<file path="src/rtl/uart_pkg.sv">
// Shared definitions for the UART transmit arbiter: FSM state encoding,
// default source-tag base and a small index helper.
// Optional feature macro: UART_ARB_TAG_EN (adds the TAG state).
package uart_pkg;

  // Default base value of the source tag byte (tag = base + requester index)
  localparam logic [7:0] TAG_BASE_DEFAULT = 8'hF0;

  // Arbiter FSM states; TAG only exists when tagging is compiled in
  typedef enum logic [2:0] {
    IDLE      = 3'd0,
    ARB       = 3'd1,
`ifdef UART_ARB_TAG_EN
    TAG       = 3'd2,
`endif
    SEND      = 3'd3,
    WAIT_BUSY = 3'd4,
    WAIT_DONE = 3'd5
  } state_t;

  // (idx + off) modulo n, for idx < n and off <= n, n <= 8
  function automatic logic [2:0] wrap_add(input logic [2:0] idx,
                                          input logic [3:0] off,
                                          input logic [3:0] n);
    logic [3:0] sum;
    sum = {1'b0, idx} + off;
    if (sum >= n) sum = sum - n;
    return sum[2:0];
  endfunction

endpackage

</file>
<file path="src/rtl/uart_tx_arbiter_rr_picker.sv">
// Round-robin picker: combinational priority rotation starting at a
// registered pointer; the pointer moves to the slot after the winner
// whenever the owner signals an arbitration.
module rr_picker
  import uart_pkg::*;
#(
  parameter int NUM_REQ = 4
) (
  input  logic               clk,
  input  logic               reset,
  input  logic [NUM_REQ-1:0] req,
  input  logic               update,
  output logic [2:0]         pick,
  output logic               found
);

  localparam logic [3:0] N = 4'(NUM_REQ);

  logic [2:0] ptr_reg;
  logic [2:0] cand [NUM_REQ];
  logic [7:0] req_ext;
  logic [NUM_REQ-1:0] hit;

  // Zero-extend the request vector so any 3-bit index is in range
  always_comb begin
    req_ext = '0;
    req_ext[NUM_REQ-1:0] = req;
  end

  // Candidate k is the k-th requester after the pointer, wrapping around
  genvar gi;
  generate
    for (gi = 0; gi < NUM_REQ; gi++) begin : g_cand
      assign cand[gi] = wrap_add(ptr_reg, 4'(gi), N);
      assign hit[gi]  = req_ext[cand[gi]];
    end
  endgenerate

  // First requesting candidate in rotated order wins
  always_comb begin
    pick  = 3'd0;
    found = 1'b0;
    for (int k = 0; k < NUM_REQ; k++) begin
      if (!found && hit[k]) begin
        found = 1'b1;
        pick  = cand[k];
      end
    end
  end

  // Pointer advances past the winner on each arbitration that grants
  always_ff @(posedge clk or posedge reset) begin
    if (reset) begin
      ptr_reg <= 3'd0;
    end else if (update && found) begin
      ptr_reg <= wrap_add(pick, 4'd1, N);
    end
  end

endmodule

</file>
<file path="src/rtl/uart_tx_arbiter.sv">
// UART transmit arbiter: grants one requester at a time (round-robin),
// holds the grant for a whole packet and feeds its bytes to a UART
// transmitter using a strobe / tx_ready busy-then-idle handshake.
// Optional feature macro: UART_ARB_TAG_EN (prefix each packet with a
// source tag byte TAG_BASE + grant index).
module uart_tx_arbiter
  import uart_pkg::*;
#(
  parameter int         NUM_REQ  = 4,
  parameter logic [7:0] TAG_BASE = TAG_BASE_DEFAULT
) (
  input  logic                 clk,
  input  logic                 reset,
  input  logic [NUM_REQ-1:0]   req_valid,
  input  logic [8*NUM_REQ-1:0] req_data,
  input  logic [NUM_REQ-1:0]   req_last,
  output logic [NUM_REQ-1:0]   req_ready,
  output logic                 tx_data_valid,
  output logic [7:0]           tx_data,
  input  logic                 tx_ready,
  output logic [2:0]           grant_id,
  output logic                 busy
);

  state_t             state_reg;
  logic               tx_valid_reg;
  logic [7:0]         tx_data_reg;
  logic [NUM_REQ-1:0] ready_reg;
  logic [2:0]         grant_reg;
  logic               last_reg;
  logic               busy_reg;

  logic [7:0]         valid_ext;
  logic [7:0]         last_ext;
  logic [7:0]         byte_arr [8];
  logic [NUM_REQ-1:0] grant_onehot;
  logic [2:0]         pick_idx;
  logic               pick_found;
  logic               arb_update;

  // Spread the per-requester inputs over 8 slots so a 3-bit grant can index them
  genvar gi;
  generate
    for (gi = 0; gi < 8; gi++) begin : g_unpack
      if (gi < NUM_REQ) begin : g_real
        assign valid_ext[gi] = req_valid[gi];
        assign last_ext[gi]  = req_last[gi];
        assign byte_arr[gi]  = req_data[8*gi +: 8];
      end else begin : g_pad
        assign valid_ext[gi] = 1'b0;
        assign last_ext[gi]  = 1'b0;
        assign byte_arr[gi]  = 8'h00;
      end
    end
    for (gi = 0; gi < NUM_REQ; gi++) begin : g_onehot
      assign grant_onehot[gi] = (grant_reg == 3'(gi));
    end
  endgenerate

  assign arb_update = (state_reg == ARB);

  rr_picker #(
    .NUM_REQ (NUM_REQ)
  ) u_picker (
    .clk    (clk),
    .reset  (reset),
    .req    (req_valid),
    .update (arb_update),
    .pick   (pick_idx),
    .found  (pick_found)
  );

  // Packet FSM with registered strobes; strobes default low so each is one cycle
  always_ff @(posedge clk or posedge reset) begin
    if (reset) begin
      state_reg    <= IDLE;
      tx_valid_reg <= 1'b0;
      tx_data_reg  <= 8'h00;
      ready_reg    <= '0;
      grant_reg    <= 3'd0;
      last_reg     <= 1'b0;
      busy_reg     <= 1'b0;
    end else begin
      tx_valid_reg <= 1'b0;
      ready_reg    <= '0;
      case (state_reg)
        IDLE: begin
          if (|req_valid) begin
            state_reg <= ARB;
            busy_reg  <= 1'b1;
          end
        end
        ARB: begin
          // A requester may have withdrawn since IDLE; then nothing is granted
          if (pick_found) begin
            grant_reg <= pick_idx;
`ifdef UART_ARB_TAG_EN
            state_reg <= TAG;
`else
            state_reg <= SEND;
`endif
          end else begin
            state_reg <= IDLE;
            busy_reg  <= 1'b0;
          end
        end
`ifdef UART_ARB_TAG_EN
        TAG: begin
          if (tx_ready) begin
            tx_valid_reg <= 1'b1;
            tx_data_reg  <= TAG_BASE + {5'b00000, grant_reg};
            last_reg     <= 1'b0;
            state_reg    <= WAIT_BUSY;
          end
        end
`endif
        SEND: begin
          // Grant is held indefinitely while the owner has no byte ready
          if (tx_ready && valid_ext[grant_reg]) begin
            tx_valid_reg <= 1'b1;
            tx_data_reg  <= byte_arr[grant_reg];
            ready_reg    <= grant_onehot;
            last_reg     <= last_ext[grant_reg];
            state_reg    <= WAIT_BUSY;
          end
        end
        WAIT_BUSY: begin
          if (!tx_ready) state_reg <= WAIT_DONE;
        end
        WAIT_DONE: begin
          if (tx_ready) begin
            if (last_reg) begin
              state_reg <= IDLE;
              busy_reg  <= 1'b0;
            end else begin
              state_reg <= SEND;
            end
          end
        end
        default: begin
          state_reg <= IDLE;
          busy_reg  <= 1'b0;
        end
      endcase
    end
  end

  assign req_ready     = ready_reg;
  assign tx_data_valid = tx_valid_reg;
  assign tx_data       = tx_data_reg;
  assign grant_id      = grant_reg;
  assign busy          = busy_reg;

endmodule
</file>
<file path="config.mk">
export PLATFORM = sky130hd
export DESIGN_NAME = uart_tx_arbiter
export DESIGN_NICKNAME = d
export VERILOG_FILES = /design/src/rtl/uart_pkg.sv /design/src/rtl/uart_tx_arbiter_rr_picker.sv /design/src/rtl/uart_tx_arbiter.sv
export SDC_FILE = /design/constraint.sdc
export NUM_CORES = 1
export LEC_CHECK = 0
export CAP_MARGIN = 30
export CORE_UTILIZATION = 67
export CTS_CLUSTER_SIZE = 12
export DETAILED_ROUTE_END_ITERATION = 8
export DONT_BUFFER_PORTS = 1
export PLACE_DENSITY = 0.81
export SLEW_MARGIN = 10
export SYNTH_ARGS = -nofsm -noshare
export SYNTH_HDL_FRONTEND = slang
export SYNTH_SLANG_ARGS = --single-unit
</file>
<file path="constraint.sdc">
create_clock -name clk -period 5 [get_ports clk]
set_input_delay 1 -clock clk [delete_from_list [all_inputs] [get_ports clk]]
set_output_delay 1 -clock clk [all_outputs]
set_load 0.01 [all_outputs]
</file>
Word-level counts from Yosys, hierarchy flattened
Cells that the tools add are included.
{ "classes": {"div_mod_pow": 0, "muxes": 44, "n_eq_ne": 13, "multipliers": 0, "n_bitwise": 2, "shift": 0, "reduce_logical": 16, "addsub": 9, "magnitude_cmp": 11} }
{ "op_table": {"columns": ["operator", "n"], "rows": [
  ["$mux 3", 13],
  ["$bmux 8 s3", 1],
  ["$lt 3x4->1 const B", 5],
  ["$bmux 1 s3", 6],
  ["$ge 4x3->1 const B", 4],
  ["$mux 1", 16],
  ["$mux 8", 2],
  ["$pmux 3 s5", 1],
  ["$sub 3x3->3 const B", 5],
  ["$ne 2x2->1 const B", 6],
  ["$eq 3x2->1 const B", 3],
  ["$add 3x1->4 const B", 2],
  ["$add 3x2->4 const B", 2],
  ["$mux 4", 2],
  ["$eq 3x1->1 const B", 2],
  ["$eq 3x3->1 const B", 2],
  ["$logic_not 3->1", 2],
  ["$logic_and 1x1->1", 5],
  ["$reduce_and 5->1", 1],
  ["$ge 4x4->1 const B", 1],
  ["$mux 2", 2],
  ["$not 3->4", 1],
  ["$pmux 1 s4", 1],
  ["$reduce_and 2->1", 2],
  ["6 further kinds", 8]
]} }
{ "totals": {"inputBits": 43, "out_inout_bits": 17, "latch_bits": 0, "rom_bits": 0, "word_cells": 103, "ram_bits": 0, "n_memories": 0, "regBits": 24} }

Logic depth before layout (Yosys ltp)
{ "logic_depth": {"word_depth": 17, "depth_mapped": 11, "mapped_depth_nobuf": 9} }

Modules after synthesis
Synthesis repeated with hierarchy kept, for this count alone.
{ "unflattened": {"cells_unflattened": 152, "hier_area_um2": 1740.4} }
{ "modules_own_cells": {"columns": ["module", "instances", "area_per_inst_um2", "seq_area_each_um2", "cells_each"], "rows": [
  ["uart_tx_arbiter", 1, 1239.9, 525.5, 97],
  ["rr_picker", 1, 500.5, 75.1, 55]
]} }

Least setup slack after synthesis
Ideal clock, no wire load.
{ "synth_path": {"path_type": "flip-flop to flip-flop", "start": "reg u_picker.ptr_reg[0]", "end": "reg u_picker.ptr_reg[1]", "t_required_ns": 4.878, "path_slack_ns": 2.329, "stages_incl_launch_ff": 12, "path_buffers": 2, "synth_period_minus_slack_ns": 2.671, "setup_ns": 0.122, "t_arrival_ns": 2.549, "path_cell_list": "dfrtp_1 > buf_6 > buf_2 > inv_1 > ha_1 > mux4_2 > and2_1 > o311ai_1 > o21a_1 > ha_1 > nand3_1 > o21ai_1"} }
{ "synth_between": {"elab_chain_len": 17, "elab_cells_between_ends": 42, "classes_between": "add/sub: 9; order compare: 5; mux: 21; reduce/logical: 7"} }
{ "synth_rtl": {"columns": ["item", "line_no", "rtl"], "rows": [
  ["start, declared", "uart_tx_arbiter_rr_picker.sv:19", "logic [2:0] ptr_reg;"],
  ["start signal, assigned", "uart_tx_arbiter_rr_picker.sv:56", "ptr_reg <= wrap_add(pick, 4'd1, N);"],
  ["parallel branches: the longest is 13 deep, another holds $add 3x1->4", null, null],
  ["$mux 3 *", "uart_tx_arbiter_rr_picker.sv:44", "if (!found && hit[k]) begin"],
  ["net pick_idx[0]", "uart_tx_arbiter.sv:37", "logic [2:0] pick_idx;"],
  ["$add 3x1->4 *", "uart_pkg.sv:26", "sum = {1'b0, idx} + off;"],
  ["$ge 4x3->1 / $sub 3x3->3 (equally long branches)", "uart_pkg.sv:27", "if (sum >= n) sum = sum - n;"],
  ["$mux 3 *", "uart_pkg.sv:27", null]
]} }
Mark *: on every way through the listed nets, which the timed path passes. The select of a mux whose other input is x is not followed.
A chain may end at the register's enable or synchronous reset.

Final worst setup path
Same ends and word-level chain as after synthesis.

==> impl_results.md <==
* Ports at 60
* Internal power at 565 uW
* Cell Pwr Density at a little under 600 mW/mm^2
* Tcrit/Tclk final at 0.593
* Highest clock rate at 338 MHz
* CP Max Fanout at 17
* Final nets at 197
* Avg Cell Area, Syn at between 10 and 15 um^2
* Total wire length at 3500 um
* Max VDD drop at 0.000463 V
* GPL Wtd Cong at just over 0.9
* Initial antenna violation count at 0
* Die width at between 50 and 60 um
* CTS tree: yes
* Ant. Diodes at 0
* Area grow syn2layout at 0.686%
* Sequential area share after synthesis at 0.366
* Top FF cell, synth: dfrtp_1
* Htree depth at 1
* # rows at 17
* Sequential share of power at 0.419
* Hold_ws at 433 ps
* Final Hold Fails at 0
* Die area at 0.00265 mm^2
* Largest net degree at the start of global routing at 25
* Design Power at 986 uW
* Design area at between 0.0015 and 0.002 mm^2
* Initial core utilization at 0.728
* Critical path cell sequence: inv_1 -> ha_1 -> mux4_2 -> and2_1 -> o311ai_1 -> o21a_1 -> ha_1 -> nand3_1 -> o21ai_1
* Critical path required time at 5210 ps
* DR iter-0 viols at 39
* First-pass GRT wire length at approximately 5300 um
* Sw frac at 0.427
* Cell variety after synth at 44
* CTS clock-pin slew for the worst setup and hold paths at 130 ps
* Ys Warns at 0
* Yosys reg bits at 24
* Syn Nets at 205
* Cell Area, Synth at 0.00164 mm^2
* Status: completed
* Resized Gates After CTS at 0
* Port Buffer Count at 0
* Vias in the first global route at 1205
* Multi-input gate area at 931 um^2
* Max-slew violation count at 0
* Worst Path Class, Setup: flop to flop
* CTS Hold Bufs at 0
* Worst hold path type: primary input to asynchronous set/reset pin
* Fin cells at 178
* Via Count at 1198
* Clk buf depth at 2
* Post-DP HPWL at 2620 um
* Worst path buffer plus inverter count at 1
* RSZ-0062 raised after global routing: false
* Core Box Area at 0.00225 mm^2
* FF/Latch Area at between 600 and 700 um^2
* CP max stage cell: dfrtp_1
* Pre-Repair DR Iteration Count at 4
* Sw Pwr at 421 uW
* Setup TNS at 0 ps
* WL/cell at just under 20 um
* Post-synth EDFFs at 0
* Cell with the most instances after synthesis: dfrtp_1
* Clock Skew at 10.1 ps
* Ranking of synthesized cells by area: dfrtp_1 (37%), mux4_2 (16%), nand2b_1 (4.2%)
* Die H at 51.5 um
* CTS Buf Count at 3
* Crit path DAT at 3170 ps
* Area post-placement at 0.00159 mm^2
* Comb pwr share at 0.480
* Delay-heaviest family, CP: flip-flops
* DR vias/cell at 6.73
* Fraction of layout cells with a size suffix above 1 at 0.140
* Slew @ Worst Pin at 767 ps
* Cell taking the most area after synthesis: dfrtp_1
* Placed cell count at 173
* Worst Setup Start Kind: flop
* Most frequent cell on the critical path: ha_1
* Clock share of power at 0.102
* Crit-path max cell delay at 700 ps
* Filler cells at ~150
* Largest register FFs at 8
* Post-route minimum period at roughly 3000 ps
* Total of max-cap violations at 0
* Final setup violation count at 0
* Crit. End Element: flop
* Top post-synthesis cells by count: dfrtp_1 (24), nand2_1 (18), mux4_2 (12)
* Post-route DRC at 0
* FFs w/ async S/R, synth at 1.00
* GRT Resource Usage Total at 0.280
* Relative slew margins at 0.488
* Clock sink count at 24
* Total grt overflow at 0
* Setup repair bufs after CTS at 0
* Total leakage power at 0.000723 uW
* Root buffer cell: clkbuf_4
* Post-Syn Instances at 159
* Synth top area share at 0.366
* ANT nets after route at 0
* Worst skew pair latency at 320 ps
[metrics by stage]
step / util / setup WS (ps)
2_1_floorplan: - / 2330
3_3_place_gp: 0.705 / 2180
5_1_grt: 0.733 / 1790
6_report: 0.733 / 2040
3_5_place_dp: 0.705 / 2090
4_1_cts: 0.721 / 2030
[power by group through the flow]
stage	Combinational [uW]	Clock [uW]	Sequential (uW)
global placement	444	0	411
finish	473	100	413
floorplan	497	0	326
global route	528	111	431
detailed placement	463	0	418
CTS	472	104	413
[layer usage]
metal  global-route usage  wire (um)  vias up
met3               0.0848        222        5
met2                0.465       1880       43
met5                    0          0        -
li1                     -          -      562
met1                0.350       1370      588
met4               0.0856         29        0
[placed cells by master, fill, tap and decap left out, types with 3 or more instances in the layout]
master	n
dfrtp_1	24
nand2_1	18
mux4_2	12
nand2b_1	11
o21ai_0	9
inv_1	6
nor2b_1	6
mux2i_1	5
nor3_1	4
a21oi_1	4
o21ai_1	4
nor2_1	3
nand3_1	3
ha_1	3
clkbuf_4	3
[cells by family after synthesis]
family,after synthesis,synth area share
simple gates,60,0.206
fa+ha+maj,3,0.0229
mux,18,0.202
xor+xnor,1,0.00534
compound gates,33,0.131
buf+inv,20,0.0671
flops,24,0.366
[worst paths after layout]
| check | startpoint | endpoint | slack, ps | cells after the start |
|---|---|---|---|---|
| max | u_picker.ptr_reg[0] | u_picker.ptr_reg[1] | 2040 | 9 |
| min | reset | tx_data[1] | 430 | 1 |
| max reg2reg | u_picker.ptr_reg[0] | u_picker.ptr_reg[1] | 2040 | 9 |
| min reg2reg | tx_data[7] | tx_data[7] | 570 | 2 |
| max in group asynchronous | reset | grant_id[1] | 4220 | 2 |
| min in group clk | tx_data[7] | tx_data[7] | 570 | 2 |
[cell type report]
class | count | share of cell area
repair buffers | 1 | 0.0167
inverters | 6 | 0.0136
flip-flops and latches | 24 | 0.363
clock buffers | 4 | 0.0220
multi-input cells | 115 | 0.563
well taps | 28 | 0.0212
No activity file was read; power rests on OpenSTA's default activity.
==> patch 1, RTL diff (same flow settings) <==
`NUM_REQ` is set to 4 in 2 places; all go to 8.
--- a/src/rtl/uart_tx_arbiter_rr_picker.sv
+++ b/src/rtl/uart_tx_arbiter_rr_picker.sv
@@ -4,7 +4,7 @@
 module rr_picker
   import uart_pkg::*;
 #(
-  parameter int NUM_REQ = 4
+  parameter int NUM_REQ = 8
 ) (
   input  logic               clk,
   input  logic               reset,
--- a/src/rtl/uart_tx_arbiter.sv
+++ b/src/rtl/uart_tx_arbiter.sv
@@ -6,7 +6,7 @@
 module uart_tx_arbiter
   import uart_pkg::*;
 #(
-  parameter int         NUM_REQ  = 4,
+  parameter int         NUM_REQ  = 8,
   parameter logic [7:0] TAG_BASE = TAG_BASE_DEFAULT
 ) (
   input  logic                 clk,
Interface: changed (resized req_data, req_last, req_ready and req_valid); port bits go from 60 to 104. No check against the original RTL was run, so the function may have changed too.
==> patch 1 against the original RTL <==
Power increased by 120%. Synthesized cell count grew 55%. First-iteration DRC count rose to 5.1 times the old value. Maximum frequency down 20%. Sequential cell count increased by 4. Sequential share of layout area down 10 points. Wire length rose by 68%. Cell count rose by 61%. Design area rose by 64%. Setup slack worse by 750 ps. Sequential power is 8.0% higher. Die area rose by 57%. Synthesized area is 59% higher. Largest power group unchanged. Highest routed layer unchanged.
==> patch 1: results (changes against the original RTL) <==
[detailed_routing]
dr.first_iter.drc_count=197  ; was 39
num_vias=2094  ; was 1198
wl_um=5865  ; was 3500 um
routed-wl-met2_um=2958  ; was 1878 um
wl_met1_um=2265  ; was 1369 um

[pwr]
peakVddDrop_v=0.0004925  ; was 0.0004634 V
p_seq_w=0.000446  ; was 0.000413 W
power.internal_w=0.001134  ; was 0.0005651 W
share_seq_of_total_power_pct=20.7  ; was 41.9%

[clock_tree]
clk_pin_slew_ps=90  ; was 130 ps
ctsRootBufferMaster=clkbuf_8  ; was clkbuf_4

[outcome]
outcome=complete, no violations  ; unchanged

[critical_path]
cp.arrival_ps=3870  ; was 3170 ps
cp_top_family=multiplexers  ; was flip-flops
reg2reg_from=u_picker.ptr_reg[1]  ; was u_picker.ptr_reg[0]
cp_max_fo=13  ; was 17
slowest_stage=ha_1  ; was dfrtp_1

[synthesis]
yosysUniqueCellTypes=47  ; was 44
synthTopCellsByArea=dfrtp_1, mux4_2, mux2i_1  ; was dfrtp_1, mux4_2, nand2b_1
ys_top_cells_by_count=nand2_1, dfrtp_1, mux4_2  ; was dfrtp_1, nand2_1, mux4_2
synth-compound-area-share_pct=16.43  ; was 13.11%
ys_seq_area_share_pct=26.82  ; was 36.59%

[place]
dp_hpwl_um=4546  ; was 2624 um
place.gp.congestion=0.9286  ; was 0.9252
post-place-ws_ps=1325  ; was 2088 ps
place_inst=283  ; was 173

[global_routing]
use_met2_pct=50.00  ; was 46.54%
grt_util_met1_pct=38.66  ; was 34.98%
grt.total_usage_pct=29.57  ; was 27.95%
grt_pass1_wl_um=9211  ; was 5292 um

[sta]
fin_worst_skew_ps=5.776  ; was 10.14 ps
holdWs_ps=550.2  ; was 432.6 ps

[finish]
n_fill_cell=251  ; was 152

## patch 1: area by class of cell
class	instances	area, um2	area share (%)
multi-input cells	189	1767	65.22
clock buffers	3	41.29	1.524
clock inverters	1	30.03	1.109
repair buffers	6	65.06	2.402
flip-flops and latches	28	700.7	25.87
inverters	12	45.04	1.663
well taps	48	60.06	2.217
## patch 1: how the worst max path moves through the flow
stage | start | to | slack, ps | depth (start not counted)
finish | u_picker.ptr_reg[1] | u_picker.ptr_reg[1] | 1290 | 11
global route | u_picker.ptr_reg[1] | u_picker.ptr_reg[2] | 1050 | 12
CTS | u_picker.ptr_reg[1] | u_picker.ptr_reg[1] | 1310 | 11
detailed placement | u_picker.ptr_reg[1] | u_picker.ptr_reg[1] | 1320 | 11
global placement | u_picker.ptr_reg[0] | u_picker.ptr_reg[1] | 1420 | 11
floorplan | u_picker.ptr_reg[1] | u_picker.ptr_reg[1] | 1340 | 13
==> patch 2, RTL diff (same flow settings) <==
Made on the original files. The 5 states of `state_t` get a Gray code encoding in 3 bits.
--- a/src/rtl/uart_pkg.sv
+++ b/src/rtl/uart_pkg.sv
@@ -8,14 +8,14 @@
 
   // Arbiter FSM states; TAG only exists when tagging is compiled in
   typedef enum logic [2:0] {
-    IDLE      = 3'd0,
-    ARB       = 3'd1,
+    IDLE      = 3'b000,
+    ARB       = 3'b001,
 `ifdef UART_ARB_TAG_EN
     TAG       = 3'd2,
 `endif
-    SEND      = 3'd3,
-    WAIT_BUSY = 3'd4,
-    WAIT_DONE = 3'd5
+    SEND      = 3'b011,
+    WAIT_BUSY = 3'b010,
+    WAIT_DONE = 3'b110
   } state_t;
 
   // (idx + off) modulo n, for idx < n and off <= n, n <= 8
Function: no difference found for any inputs over 10 cycles, from zero or initial values and one cycle with reset high; not proved beyond that.
==> patch 2 against the original RTL <==
Non-clock buffer count unchanged. Core utilization is 0.45 points higher. Sequential cell count did not move. Worst hold slack got worse by 2.5 ps. Wire length shrank 1.9%. Design area shrank 1.3%. Setup slack better by 7.0 ps. Synthesized area shrank 4.4%. Power is 3.0% lower. Combinational power decreased by 11%. Largest power group unchanged.
==> patch 2: results (changes against the original RTL) <==
[outcome]
outcome=complete, no violations  ; unchanged

[place]
dp_hpwl_um=2575  ; was 2624 um
post-place-ws_ps=2075  ; was 2088 ps
post_dp_cell_area_um2=1551  ; was 1589 um2
port_buffers=0  ; unchanged
place.gp.congestion=1.038  ; was 0.9252
place_inst=158  ; was 173

[finish]
n_antenna_cell=0  ; unchanged
largest_reg_flops=8  ; unchanged
final_nets=182  ; was 197
drive_gt1_share_pct=18.52  ; was 14.00%

[detailed_routing]
viasPerCell=6.951  ; was 6.730
post_drt_wl_per_cell_um=21.07  ; was 19.66 um
dr.first_iter.drc_count=24  ; was 39
firstDrtPassIters=4  ; unchanged
wl_um=3434  ; was 3500 um

[global_routing]
antenna_found_initial=0  ; unchanged
grt_pass1_wl_um=5299  ; was 5292 um
grt.total_usage_pct=28.76  ; was 27.95%
grt_pass1_vias=1120  ; was 1205
grt_max_degree=25  ; unchanged

[synthesis]
synthTopCellsByArea=dfrtp_1, mux4_2, nand2b_1  ; unchanged
yosysUniqueCellTypes=39  ; was 44
synth_ff_type=dfrtp_1  ; unchanged
syn-num-nets=186  ; was 205
async_reset_ff_share_pct=100.0  ; unchanged
ys_top_cells_by_count=dfrtp_1, nand2_1, mux4_2  ; unchanged
syn_area_per_cell_um2=11.21  ; was 10.32 um2
ys_seq_area_share_pct=38.28  ; was 36.59%

[pwr]
peakVddDrop_v=0.0003723  ; was 0.0004634 V
p_leak_nw=0.7207  ; was 0.7227 nW
p_sw_w=0.0003903  ; was 0.0004209 W

[critical_path]
cp_max_fo=11  ; was 17
reg2reg_depth=8  ; was 9
crit_path_start_kind=flip-flop  ; unchanged
reg2reg_from=u_picker.ptr_reg[0]  ; unchanged
cp.arrival_ps=3180  ; was 3170 ps

[clock_tree]
clock_latency_ps=320  ; about the same
postCtsSetupBuffers=0  ; unchanged
clockBufferDepth=2  ; unchanged

[sta]
fin_worst_skew_ps=5.147  ; was 10.14 ps
maxSlewHeadroom_pct=46.14  ; was 48.83%

==> patch 2: final cells by class <==
class / instances / area [um2]
clock inverters: 1 / 30.03
multi-input cells: 102 / 900.9
well taps: 28 / 35.03
flip-flops and latches: 24 / 600.6
fillers: 146 / 580.6
clock buffers: 3 / 22.52
repair buffers: 1 / 27.53
inverters: 4 / 15.01
==> patch 2: cells by family after synthesis <==
group	count (synthesis)	share of synthesized area (%)
muxes	21	24.08
DFF	24	38.28
and+or+nand+nor	52	19.30
AOI/OAI and AO/OA	26	11.64
adders and majority gates	3	2.393
buffers and inverters	14	4.306
==> patch 2: power groups by stage <==
stage          clock network (W)  logic, W  registers, W
2_1_floorplan                  0  0.000433      0.000317
3_3_place_gp                   0  0.000390      0.000392
3_5_place_dp                   0  0.000414      0.000398
4_1_cts                 0.000142  0.000416      0.000394
5_1_grt                 0.000149  0.000463      0.000409
6_report                0.000142  0.000421      0.000394
==> patch 2: worst paths after layout <==
check / slack [ps] / endpoint
min in group clk: 550 / last_reg
max in group asynchronous: 4220 / tx_data_valid
hold / removal: 430 / tx_data[2]
setup reg to reg: 2040 / u_picker.ptr_reg[1]
setup / recovery: 2040 / u_picker.ptr_reg[1]
hold reg to reg: 550 / last_reg
==> patch 2: routing by layer <==
layer | vias to the layer above | wire length (um) | GRT usage [%] | part of all wire [%]
met5 | - | 0 | 0 | 0
met1 | 568 | 1314 | 36.49 | 38
met4 | 0 | 52 | 7.870 | 1.5
met2 | 56 | 1868 | 50.00 | 54
li1 | 501 | - | - | -
met3 | 8 | 198 | 5.758 | 5.8
==> patch 2: critical path, stage by stage, from the launching register on <==
cell and delay, ps:
dfrtp_1 630, inv_1 140, ha_1 430, mux4_2 580, a21oi_4 230, o21ai_0 130, o211ai_1 150, ha_1 270
mux2_1 280
